[config.mk]
export PLATFORM = sky130hd
export DESIGN_NAME = demux1to4_stream
export DESIGN_NICKNAME = d
export VERILOG_FILES = /design/src/rtl/demux1to4_stream.sv
export SDC_FILE = /design/constraint.sdc
export NUM_CORES = 1
export LEC_CHECK = 0
export BUFFER_PORTS_ARGS = -buffer_cell sky130_fd_sc_hd__buf_2
export CAP_MARGIN = 20
export CORE_MARGIN = 10
export CORE_UTILIZATION = 49
export DETAILED_ROUTE_END_ITERATION = 16
export PLACE_DENSITY = 0.78
export RECOVER_POWER = 100
export SLEW_MARGIN = 40
export SYNTH_ARGS = -nofsm -noshare
export SYNTH_HDL_FRONTEND = slang
export SYNTH_SLANG_ARGS = --single-unit
[constraint.sdc]
create_clock -name clk -period 3 [get_ports clk]
set_clock_uncertainty 0.15 [all_clocks]
set_input_delay 0.3 -clock clk [delete_from_list [all_inputs] [get_ports clk]]
set_output_delay 0.3 -clock clk [all_outputs]
set_load 0.02 [all_outputs]
[src/rtl/demux1to4_stream.sv]
`default_nettype none
// ============================================================================
// Module      : demux1to4_stream
// Description : Registered 1-to-4 stream demultiplexer with per-slot
//               one-entry buffers and an accepted-transfer counter.
// Revision    : 1.0 - initial release
// ============================================================================
module demux1to4_stream #(
  parameter int N  = 4,
  parameter int CW = 8
) (
  input  logic          clk,
  input  logic          rst,
  input  logic [N-1:0]  in,
  input  logic          in_valid,
  output logic          in_ready,
  input  logic [1:0]    fn_sel,
  output logic [N-1:0]  a,
  output logic [N-1:0]  b,
  output logic [N-1:0]  c,
  output logic [N-1:0]  d,
  output logic          a_valid,
  output logic          b_valid,
  output logic          c_valid,
  output logic          d_valid,
  input  logic          a_ready,
  input  logic          b_ready,
  input  logic          c_ready,
  input  logic          d_ready,
  output logic [CW-1:0] xfer_cnt
);

  logic [N-1:0]  data_q [4];
  logic [N-1:0]  data_d [4];
  logic [3:0]    valid_q;
  logic [3:0]    valid_d;
  logic [CW-1:0] cnt_q;
  logic [CW-1:0] cnt_d;
  logic [3:0]    w_ready;
  logic          w_accept;

  assign w_ready = {d_ready, c_ready, b_ready, a_ready};

  // A slot can take a new word if empty or if it is draining on this same edge.
  assign in_ready = !rst && (!valid_q[fn_sel] || w_ready[fn_sel]);
  assign w_accept = in_valid && in_ready;

  always_comb begin
    valid_d = valid_q;
    data_d  = data_q;
    cnt_d   = cnt_q + CW'(w_accept);
    for (int i = 0; i < 4; i++) begin
      if (valid_q[i] && w_ready[i]) begin
        valid_d[i] = 1'b0;
      end
      if (w_accept && (fn_sel == 2'(i))) begin
        data_d[i]  = in;
        valid_d[i] = 1'b1;
      end
    end
  end

  always_ff @(posedge clk) begin
    if (rst) begin
      valid_q <= '0;
      cnt_q   <= '0;
      for (int i = 0; i < 4; i++) begin
        data_q[i] <= '0;
      end
    end else begin
      valid_q <= valid_d;
      cnt_q   <= cnt_d;
      for (int i = 0; i < 4; i++) begin
        data_q[i] <= data_d[i];
      end
    end
  end

  assign a        = data_q[0];
  assign b        = data_q[1];
  assign c        = data_q[2];
  assign d        = data_q[3];
  assign a_valid  = valid_q[0];
  assign b_valid  = valid_q[1];
  assign c_valid  = valid_q[2];
  assign d_valid  = valid_q[3];
  assign xfer_cnt = cnt_q;

endmodule
`default_nettype wire
==> results.ini, run 1 <==
[setup_path]
setup.worst_path.end_class=register
max_stage_delay_ps=500
critPathKind=register to register
crit_start=valid_q[1]$_SDFFE_PP0P_
cp_common_cell=ha_1
crit_arrival_ps=2550
cp_slowest_cell=mux4_2
cp-start-kind=register
r2r_start=valid_q[1]$_SDFFE_PP0P_
r2r_end=xfer_cnt[6]$_SDFF_PP0_
critical_path.max_fanout=6
cpLargestDelayFamily=simple AND/OR/NAND/NOR gates
crit_path_cell_trace=nor2b_1 -> mux4_2 -> nor3b_1 -> ha_1 -> ha_1 -> nand2_1 -> or3_1 -> a21oi_1
reg2reg_depth=8
cp.required_ps=3100
r2r_setup_slack_ps=550
path_buf_inv=0

[place]
place_inst=198
numPortBuffers=41
place_area_um2=1434
gp_congestion=0.8083
place_ws_ps=545.9
hpwl_mm=2.415

[yosys]
ys_seq_area_frac=0.4507
synth.largest_area_cell=dfxtp_1
ys_ff_latch=28
synth_flop_cell=dfxtp_1
synthCells=137
synthTopCellsByArea=dfxtp_1 45%, nand4_1 8.6%, a21oi_1 5.6%, o31ai_1 4.8%, nand2_1 3.0%
synth_area_um2=1244
synthArstFlopShare=0
synth_warnings=0
syn_nets=152
synth.most_common_cell=dfxtp_1
ys_types=29
synth_area_per_cell_um2=9.078
ys_top_cells_by_count=28 x dfxtp_1, 17 x nand4_1, 14 x a21oi_1
synth_edf_count=0
synth_top_area_frac=0.4507

[clocking]
cts_max_level=1
cts_buffers=3
clk_latency_ps=320
clock_path_buffers=2
path_clk_slew_ps=140
cts_tree=done
clockRootBuffer=clkbuf_4
ctsHoldBuffers=0
cts_resized=0
post_cts_buffers=0
numClockSinks=28

[grt]
antenna_found_initial=0
use_met2=0.2096
overflow=0
grt_max_degree=28
track_usage=0.1264
met1_usage=0.1522
grt_pass1_wl_mm=5.423
grt_pass1_vias=1166
grt.busiest_layer=met2
met3_usage=0.03672

[layout]
area_growth_pct=14.79
stdcell_count=202
drive_gt1_frac=0.09884
diodes=0
finalNetCount=188
final_area_um2=1428

[drt]
drtIter0Drc=66
dr.pass1.iters=4
wl_mm=3.161
via_per_inst=5.772
vias=1166
post_drt_wl_per_cell_um=15.65
drc=0
drtAntennaViolNets=0

[timing]
worst_slack_ps=551.5
min_period_over_period=0.8162
setup_viol=0
setup_tns_ps=0
max-slew-margin-rel=0.4477
timing.fmax_ghz=0.4084
hold_ws_ps=101.8
final_hold_viol_count=0
tightest_slew_ps=828.4
rsz0062_at_grt=false
slew_viol_final=0
period_needed_ps=2449

[floorplanning]
die_y_um=70.38
die_w_um=70.38
std_cell_rows=18
core_um2=2455
ios=42
start_util=0.5066
die_area_um2=4953

[worst_hold_path]
hp-start=in[2]
whs_endpoint=a[2]$_SDFFE_PP0P_
hold_path_depth=3
hold_path_class=input pin to register

[power_and_ir_drop]
ir_worst_vdd_mv=0.3189
p_leak_uw=0.0005193
power_density_nw_per_um2=450.3

[job]
drv_cap=0

[status]
status=complete, no violations

[power breakdown]
group / leakage, uW / switching [uW] / internal (uW)
Sequential: 0.000227 / 5.44 / 382
Clock: 0.0000210 / 105 / 74.2
Combinational: 0.000271 / 54.0 / 22.7
Total: 0.000519 / 164 / 479
[layer usage]
metal  vias to the layer above  wire length (um)
met2                        32              1572
met3                         2               170
met4                         0                 7
li1                        591                 -
met5                         -                 0
met1                       541              1412
[flip-flops by register name, summed over array words and instances, names as in the netlist]
name and cells:
xfer_cnt 8, a 4, valid_q 4, b 4, c 4, d 4
[cell type report]
class                      count  area [um^2]
fill                         257         1027
timing repair buffer          41        167.7
tap                           30        37.54
clock buffer                   4        36.28
multi-input combinational     96        614.3
inverter                       3        11.26
sequential                    28        560.5
[metrics by stage]
stage / utilization / power, uW
after floorplan: - / 448.6
after global placement: 0.5841 / 473.3
after detailed placement: 0.5841 / 475.0
after CTS: 0.5989 / 654.5
after global routing: 0.5815 / 677.6
final: 0.5815 / 642.9
[cell usage in the layout (no fill, tap or decap)]
cell type,count
a21oi_1,14
a31oi_1,1
and3b_1,1
buf_2,11
clkbuf_1,30
clkbuf_4,3
clkbuf_8,1
clkinv_1,1
dfxtp_1,28
ha_1,2
inv_1,2
mux4_2,1
nand2_1,10
nand2b_1,4
nand3_1,6
nand3b_1,1
nand4_1,17
nor2_1,5
nor2b_1,6
nor3b_1,1
nor3b_2,1
o21ai_0,3
o311ai_0,4
o311ai_1,4
o31ai_1,8
or3_1,3
or3b_1,1
xnor2_1,1
xor2_1,2
[tightest hold or removal path, stage by stage]
cell     delay (ps)
buf_2           130
nand4_1          70
nand2_1          40
[worst max-delay path by stage]
stage,to,slack (ps),cells past startpoint
3_3_place_gp,xfer_cnt[6]$_SDFF_PP0_,640,9
2_1_floorplan,xfer_cnt[6]$_SDFF_PP0_,680,8
5_1_grt,xfer_cnt[6]$_SDFF_PP0_,330,8
6_report,xfer_cnt[6]$_SDFF_PP0_,550,8
3_5_place_dp,xfer_cnt[6]$_SDFF_PP0_,550,9
4_1_cts,xfer_cnt[6]$_SDFF_PP0_,580,8
[kinds of logic (layout without fill, tap and decap cells)]
logic type,count (synthesis),after routing,share of synthesized area
compound gates,34,34,0.1781
fa+ha+maj,2,2,0.02012
buf+inv,13,48,0.05131
xor+xnor,3,3,0.02113
mux,1,1,0.01811
flops,28,28,0.4507
simple gates,56,56,0.2606
No activity file was read; power rests on OpenSTA's default activity.
==> inputs of run 2 (changes only) <==
Settings changed: CORE_UTILIZATION 49 to 44, PLACE_DENSITY 0.78 to 0.74.
Clock period 3 ns to 2.2 ns, I/O delays scaled along.
==> results.ini, run 2 (synthesized netlist as in run 1, its figures left out) <==
[layout]
final_cell_mix=26 x dfxtp_1, 26 x clkbuf_1, 17 x nand4_1, 17 x buf_2, 11 x a21oi_1  ; was 30 x clkbuf_1, 28 x dfxtp_1, 17 x nand4_1
diodes=0  ; unchanged
area_growth_pct=28.37  ; was 14.79%
drive_gt1_frac=0.2623  ; was 0.09884
largest_reg_flops=8  ; unchanged
finalNetCount=199  ; was 188

[drt]
drtIter0Drc=84  ; was 66
dr.pass1.iters=5  ; was 4
vias=1273  ; was 1166
wl_mm=3.628  ; was 3.161 mm
via_per_inst=5.949  ; was 5.772
drc=0  ; unchanged
drtAntennaViolNets=0  ; unchanged
post_drt_wl_per_cell_um=16.95  ; was 15.65 um

[timing]
setup_viol=1  ; was 0
max-slew-margin-rel=0.5458  ; was 0.4477
final_hold_viol_count=0  ; unchanged
min_period_over_period=1.028  ; was 0.8162
period_needed_ps=2262  ; was 2449 ps
tightest_slew_ps=681.3  ; was 828.4 ps
rsz0062_at_grt=true  ; was false
worst_slack_ps=-61.52  ; was 551.5 ps
slew_viol_final=0  ; unchanged
setup_tns_ps=-61.52  ; was 0 ps
timing.fmax_ghz=0.4422  ; was 0.4084 GHz

[setup_path]
critPathKind=register to register  ; unchanged
critical_path.max_fanout=3  ; was 6
cp.required_ps=2320  ; was 3100 ps
max_stage_delay_ps=480  ; was 500 ps
crit_path_cell_trace=nor2b_4 -> mux4_2 -> nor3b_2 -> ha_2 -> ha_4 -> nand2_2 -> or3_4 -> a21oi_2  ; was nor2b_1 -> mux4_2 -> nor3b_1 -> ha_1 -> ha_1 -> nand2_1 -> or3_1 -> a21oi_1
crit_arrival_ps=2380  ; was 2550 ps
cp_slowest_cell=mux4_2  ; unchanged
cp-start-kind=register  ; unchanged
setup.worst_path.end_class=register  ; unchanged

[floorplanning]
die_w_um=73.17  ; was 70.38 um
start_util=0.4549  ; was 0.5066
core_um2=2734  ; was 2455 um^2
std_cell_rows=19  ; was 18
ios=42  ; unchanged
die_area_um2=5353  ; was 4953 um^2
die_y_um=73.17  ; was 70.38 um

[clocking]
ctsHoldBuffers=0  ; unchanged
clock_path_buffers=2  ; unchanged
clk_latency_ps=320  ; about the same
cts_tree=done  ; unchanged
cts_buffers=3  ; unchanged
path_clk_slew_ps=150  ; was 140 ps
cts_max_level=1  ; unchanged
numClockSinks=28  ; unchanged
clockRootBuffer=clkbuf_4  ; unchanged

[job]
drv_cap=0  ; unchanged

[power_and_ir_drop]
ir_worst_vdd_mv=0.3301  ; was 0.3189 mV
power_density_nw_per_um2=546.9  ; was 450.3 nW/um^2
p_leak_uw=0.0005958  ; was 0.0005193 uW
finalPower_uw=873.1  ; was 642.9 uW

[grt]
grt_pass1_vias=1253  ; was 1166
track_usage=0.1318  ; was 0.1264
overflow=0  ; unchanged
antenna_found_initial=0  ; unchanged
grt_max_degree=19  ; was 28
grt_pass1_wl_mm=5.830  ; was 5.423 mm

[worst_hold_path]
hold_path_class=input pin to register  ; unchanged

[status]
violations=setup timing
status=complete, but fails checks  ; was complete, no violations

[place]
gp_congestion=0.8175  ; was 0.8083
hpwl_mm=2.727  ; was 2.415 mm
numPortBuffers=41  ; unchanged

-- run 2: worst paths after layout --
check	from	end	slack [ps]	cells past startpoint
hold / removal	in[3]	c[3]$_SDFFE_PP0P_	10	3
setup reg to reg	valid_q[1]$_SDFFE_PP0P_	xfer_cnt[6]$_SDFF_PP0_	-60	8
hold reg to reg	a[1]$_SDFFE_PP0P_	a[1]$_SDFFE_PP0P_	330	2
setup / recovery	valid_q[1]$_SDFFE_PP0P_	xfer_cnt[6]$_SDFF_PP0_	-60	8
-- run 2: layout make-up --
| type | count | area, um^2 |
|---|---|---|
| Fill cell | 262 | 1137 |
| Timing Repair Buffer | 52 | 254.0 |
| Sequential cell | 28 | 565.5 |
| Tap cell | 31 | 38.79 |
| Clock buffer | 4 | 26.28 |
| Inverter | 3 | 11.26 |
| Multi-Input combinational cell | 96 | 700.7 |
-- run 2: report_power, final --
part	internal (uW)	switching [uW]
clock	71.1	149
combinational	43.1	82.0
sequential	520	8.14
total	634	239
-- run 2: repair_timing --
item	CTS	global route
gates resized for setup	1	6
endpoints found under the setup margin	2	4
pin swaps	2	4
endpoints found under the hold margin	0	0
setup buffers	3	3
-- run 2: critical path: cells and delay by family (launching register included) --
| family | cells | cell delay [ps] |
|---|---|---|
| AO/OA/AOI/OAI | 1 | 120 |
| adder cells (fa/ha/maj) | 2 | 410 |
| flip-flops | 1 | 370 |
| multiplexers | 1 | 480 |
| AND/OR/NAND/NOR | 4 | 690 |
-- run 2: per-layer routing --
| layer | track usage | wire, um |
|---|---|---|
| met4 | 0.03586 | 25 |
| met1 | 0.1557 | 1564 |
| met5 | 0 | 0 |
| met2 | 0.2216 | 1814 |
| met3 | 0.04218 | 223 |
-- run 2: stage by stage --
stage | hold slack [ps] | util | cell area (um^2) | setup slack, ps | instances
final | 14.86 | 0.5840 | 1597 | -61.52 | 214
after global routing | 4.091 | 0.5840 | 1597 | -164.9 | 214
after CTS | 5.873 | 0.5785 | 1582 | -18.48 | 211
after detailed placement | 311.9 | 0.5597 | 1530 | -12.80 | 204
after global placement | 304.9 | 0.5597 | 1530 | 40.83 | 204
after floorplan | 206.7 | - | 1301 | 5.945 | 137
==> inputs of run 3 (changes only) <==
--- a/config.mk
+++ b/config.mk
@@ -9,7 +9,7 @@
 export CAP_MARGIN = 20
 export CORE_MARGIN = 10
-export CORE_UTILIZATION = 44
+export CORE_UTILIZATION = 50
 export DETAILED_ROUTE_END_ITERATION = 16
-export PLACE_DENSITY = 0.74
+export PLACE_DENSITY = 0.79
 export RECOVER_POWER = 100
 export SLEW_MARGIN = 40
==> constraint.sdc (replaced) <==
create_clock -name clk -period 2.93 [get_ports clk]
set_clock_uncertainty 0.15 [all_clocks]
set_input_delay 0.1465 -clock clk [delete_from_list [all_inputs] [get_ports clk]]
set_output_delay 0.1465 -clock clk [all_outputs]
set_load 0.02 [all_outputs]
==> results.ini, run 3 (synthesized netlist as in run 1, its figures left out) <==
[power_and_ir_drop]
p_leak_uw=0.0005383  ; was 0.0005958 uW
finalPower_uw=666.8  ; was 873.1 uW
ir_worst_vdd_mv=0.3794  ; was 0.3301 mV
power_density_nw_per_um2=449.0  ; was 546.9 nW/um^2

[drt]
wl_mm=3.390  ; was 3.628 mm
dr.pass1.iters=4  ; was 5
drc=0  ; unchanged
post_drt_wl_per_cell_um=16.30  ; was 16.95 um
vias=1208  ; was 1273
drtAntennaViolNets=0  ; unchanged
via_per_inst=5.808  ; was 5.949
drtIter0Drc=102  ; was 84

[timing]
setup_tns_ps=0  ; was -61.52 ps
min_period_over_period=0.8841
slew_viol_final=0  ; unchanged
period_needed_ps=2590
tightest_slew_ps=825.3  ; was 681.3 ps
max-slew-margin-rel=0.4498  ; was 0.5458
timing.fmax_ghz=0.3860
rsz0062_at_grt=false  ; was true
setup_viol=0  ; was 1
final_hold_viol_count=0  ; unchanged
hold_ws_ps=62.29  ; was 14.86 ps

[floorplanning]
core_um2=2432  ; was 2734 um^2
ios=42  ; unchanged
die_area_um2=4883  ; was 5353 um^2
start_util=0.5113  ; was 0.4549
std_cell_rows=18  ; was 19
die_y_um=69.88  ; was 73.17 um
die_w_um=69.88  ; was 73.17 um

[place]
numPortBuffers=41  ; unchanged
gp_congestion=0.8485  ; was 0.8175
hpwl_mm=2.511  ; was 2.727 mm
place_inst=198  ; was 204

[clocking]
cts_max_level=1  ; unchanged
clock_path_buffers=2  ; unchanged
post_cts_buffers=0  ; was 3
numClockSinks=28  ; unchanged
cts_buffers=3  ; unchanged
clockRootBuffer=clkbuf_4  ; unchanged
clk_latency_ps=320  ; about the same
path_clk_slew_ps=140  ; was 150 ps
cts_tree=done  ; unchanged

[layout]
area_growth_pct=19.42  ; was 28.37%
stdcell_count=208  ; was 214
largest_reg_flops=8  ; unchanged
drive_gt1_frac=0.08427  ; was 0.2623
final_cell_mix=32 x clkbuf_1, 28 x dfxtp_1, 17 x nand4_1  ; was 26 x dfxtp_1, 26 x clkbuf_1, 17 x nand4_1, 17 x buf_2, 11 x a21oi_1
finalNetCount=194  ; was 199
postLayoutCoreUtil=0.6106  ; was 0.5840
diodes=0  ; unchanged
final_common_cell=clkbuf_1

[setup_path]
critical_path.max_fanout=7  ; was 3
critPathKind=input pin to register  ; was register to register
cpLargestDelayFamily=buffers and inverters  ; was simple AND/OR/NAND/NOR gates
r2r_start=valid_q[1]$_SDFFE_PP0P_  ; unchanged
cp.required_ps=3050  ; was 2320 ps
crit_path_cell_trace=dlygate4sd3_1 -> clkbuf_1 -> inv_1 -> mux4_2 -> nor3b_1 -> ha_1 -> ha_1 -> nand2_1 -> or3_1 -> a21oi_1  ; was nor2b_4 -> mux4_2 -> nor3b_2 -> ha_2 -> ha_4 -> nand2_2 -> or3_4 -> a21oi_2
max_stage_delay_ps=530  ; was 480 ps
cp_slowest_cell=dlygate4sd3_1  ; was mux4_2
r2r_setup_slack_ps=490  ; was -60 ps
r2r_end=xfer_cnt[6]$_SDFF_PP0_  ; unchanged
setup.worst_path.end_class=register  ; unchanged
crit_arrival_ps=2710  ; was 2380 ps
cp-start-kind=input pin  ; was register
path_buf_inv=3  ; was 0
reg2reg_depth=8  ; unchanged
cp_common_cell=ha_1

[worst_hold_path]
whs_endpoint=valid_q[3]$_SDFFE_PP0P_  ; was c[3]$_SDFFE_PP0P_
hold_path_class=input pin to register  ; unchanged
hold_path_depth=3  ; unchanged
hp-start=d_ready  ; was in[3]

[grt]
antenna_found_initial=0  ; unchanged
grt_pass1_vias=1251  ; was 1253
grt_max_degree=28  ; was 19
track_usage=0.1414  ; was 0.1318
overflow=0  ; unchanged
grt_pass1_wl_mm=5.975  ; was 5.830 mm

[status]
status=complete, no violations  ; was complete, but fails checks

[job]
drv_cap=0  ; unchanged

## run 3: changes by cell type in the layout (fill, tap and decap cells not counted), sizes merged
cell	before	now
clkbuf	29	36
dlygate4sd3	0	6
buf	27	9
## run 3: metal layers
| metal | wire (um) | global-route usage | vias up |
|---|---|---|---|
| li1 | - | - | 599 |
| met5 | 0 | 0 | - |
| met2 | 1616 | 0.2256 | 45 |
| met1 | 1511 | 0.1765 | 558 |
| met4 | 34 | 0.05263 | 0 |
| met3 | 228 | 0.03814 | 6 |
## run 3: worst max path at each step
stage	startpoint	to	slack [ps]	cells past startpoint
2_1_floorplan	valid_q[1]$_SDFFE_PP0P_	xfer_cnt[6]$_SDFF_PP0_	610	8
3_3_place_gp	valid_q[1]$_SDFFE_PP0P_	xfer_cnt[6]$_SDFF_PP0_	650	8
3_5_place_dp	valid_q[1]$_SDFFE_PP0P_	xfer_cnt[6]$_SDFF_PP0_	550	8
4_1_cts	fn_sel[1]	xfer_cnt[6]$_SDFF_PP0_	430	10
5_1_grt	fn_sel[1]	xfer_cnt[6]$_SDFF_PP0_	150	10
6_report	fn_sel[1]	xfer_cnt[6]$_SDFF_PP0_	340	10
## run 3: stage by stage
step           area [um^2]  setup slack (ps)
5_1_grt               1485             145.9
2_1_floorplan         1244             609.5
4_1_cts               1530             426.0
3_3_place_gp          1434             650.4
6_report              1485             339.6
3_5_place_dp          1434             553.8
## run 3: layout make-up
| class | instances | area (um^2) |
|---|---|---|
| clock buffers | 4 | 36.28 |
| fillers | 235 | 947.2 |
| inverters | 3 | 11.26 |
| multi-input cells | 96 | 614.3 |
| flip-flops and latches | 28 | 560.5 |
| well taps | 30 | 37.54 |
| repair buffers | 47 | 225.2 |
## run 3: power by group
| part | internal, uW | total (uW) | switching, uW |
|---|---|---|---|
| Clock | 76.0 | 184 | 108 |
| Sequential | 391 | 397 | 5.66 |
| Combinational | 28.0 | 85.7 | 57.7 |
| Total | 495 | 667 | 172 |
## run 3: worst reg2reg max path: stages, from the launching register on
cell and delay, ps:
dfxtp_1 350, nor2b_1 210, mux4_2 500, nor3b_1 210, ha_1 200, ha_1 210, nand2_1 80, or3_1 340
a21oi_1 140
## run 3: what timing repair did
action / in CTS / in global routing
hold endpoints to repair: 19 / 0
hold buffers: 6 / 0
gates resized for setup: 0 / 0
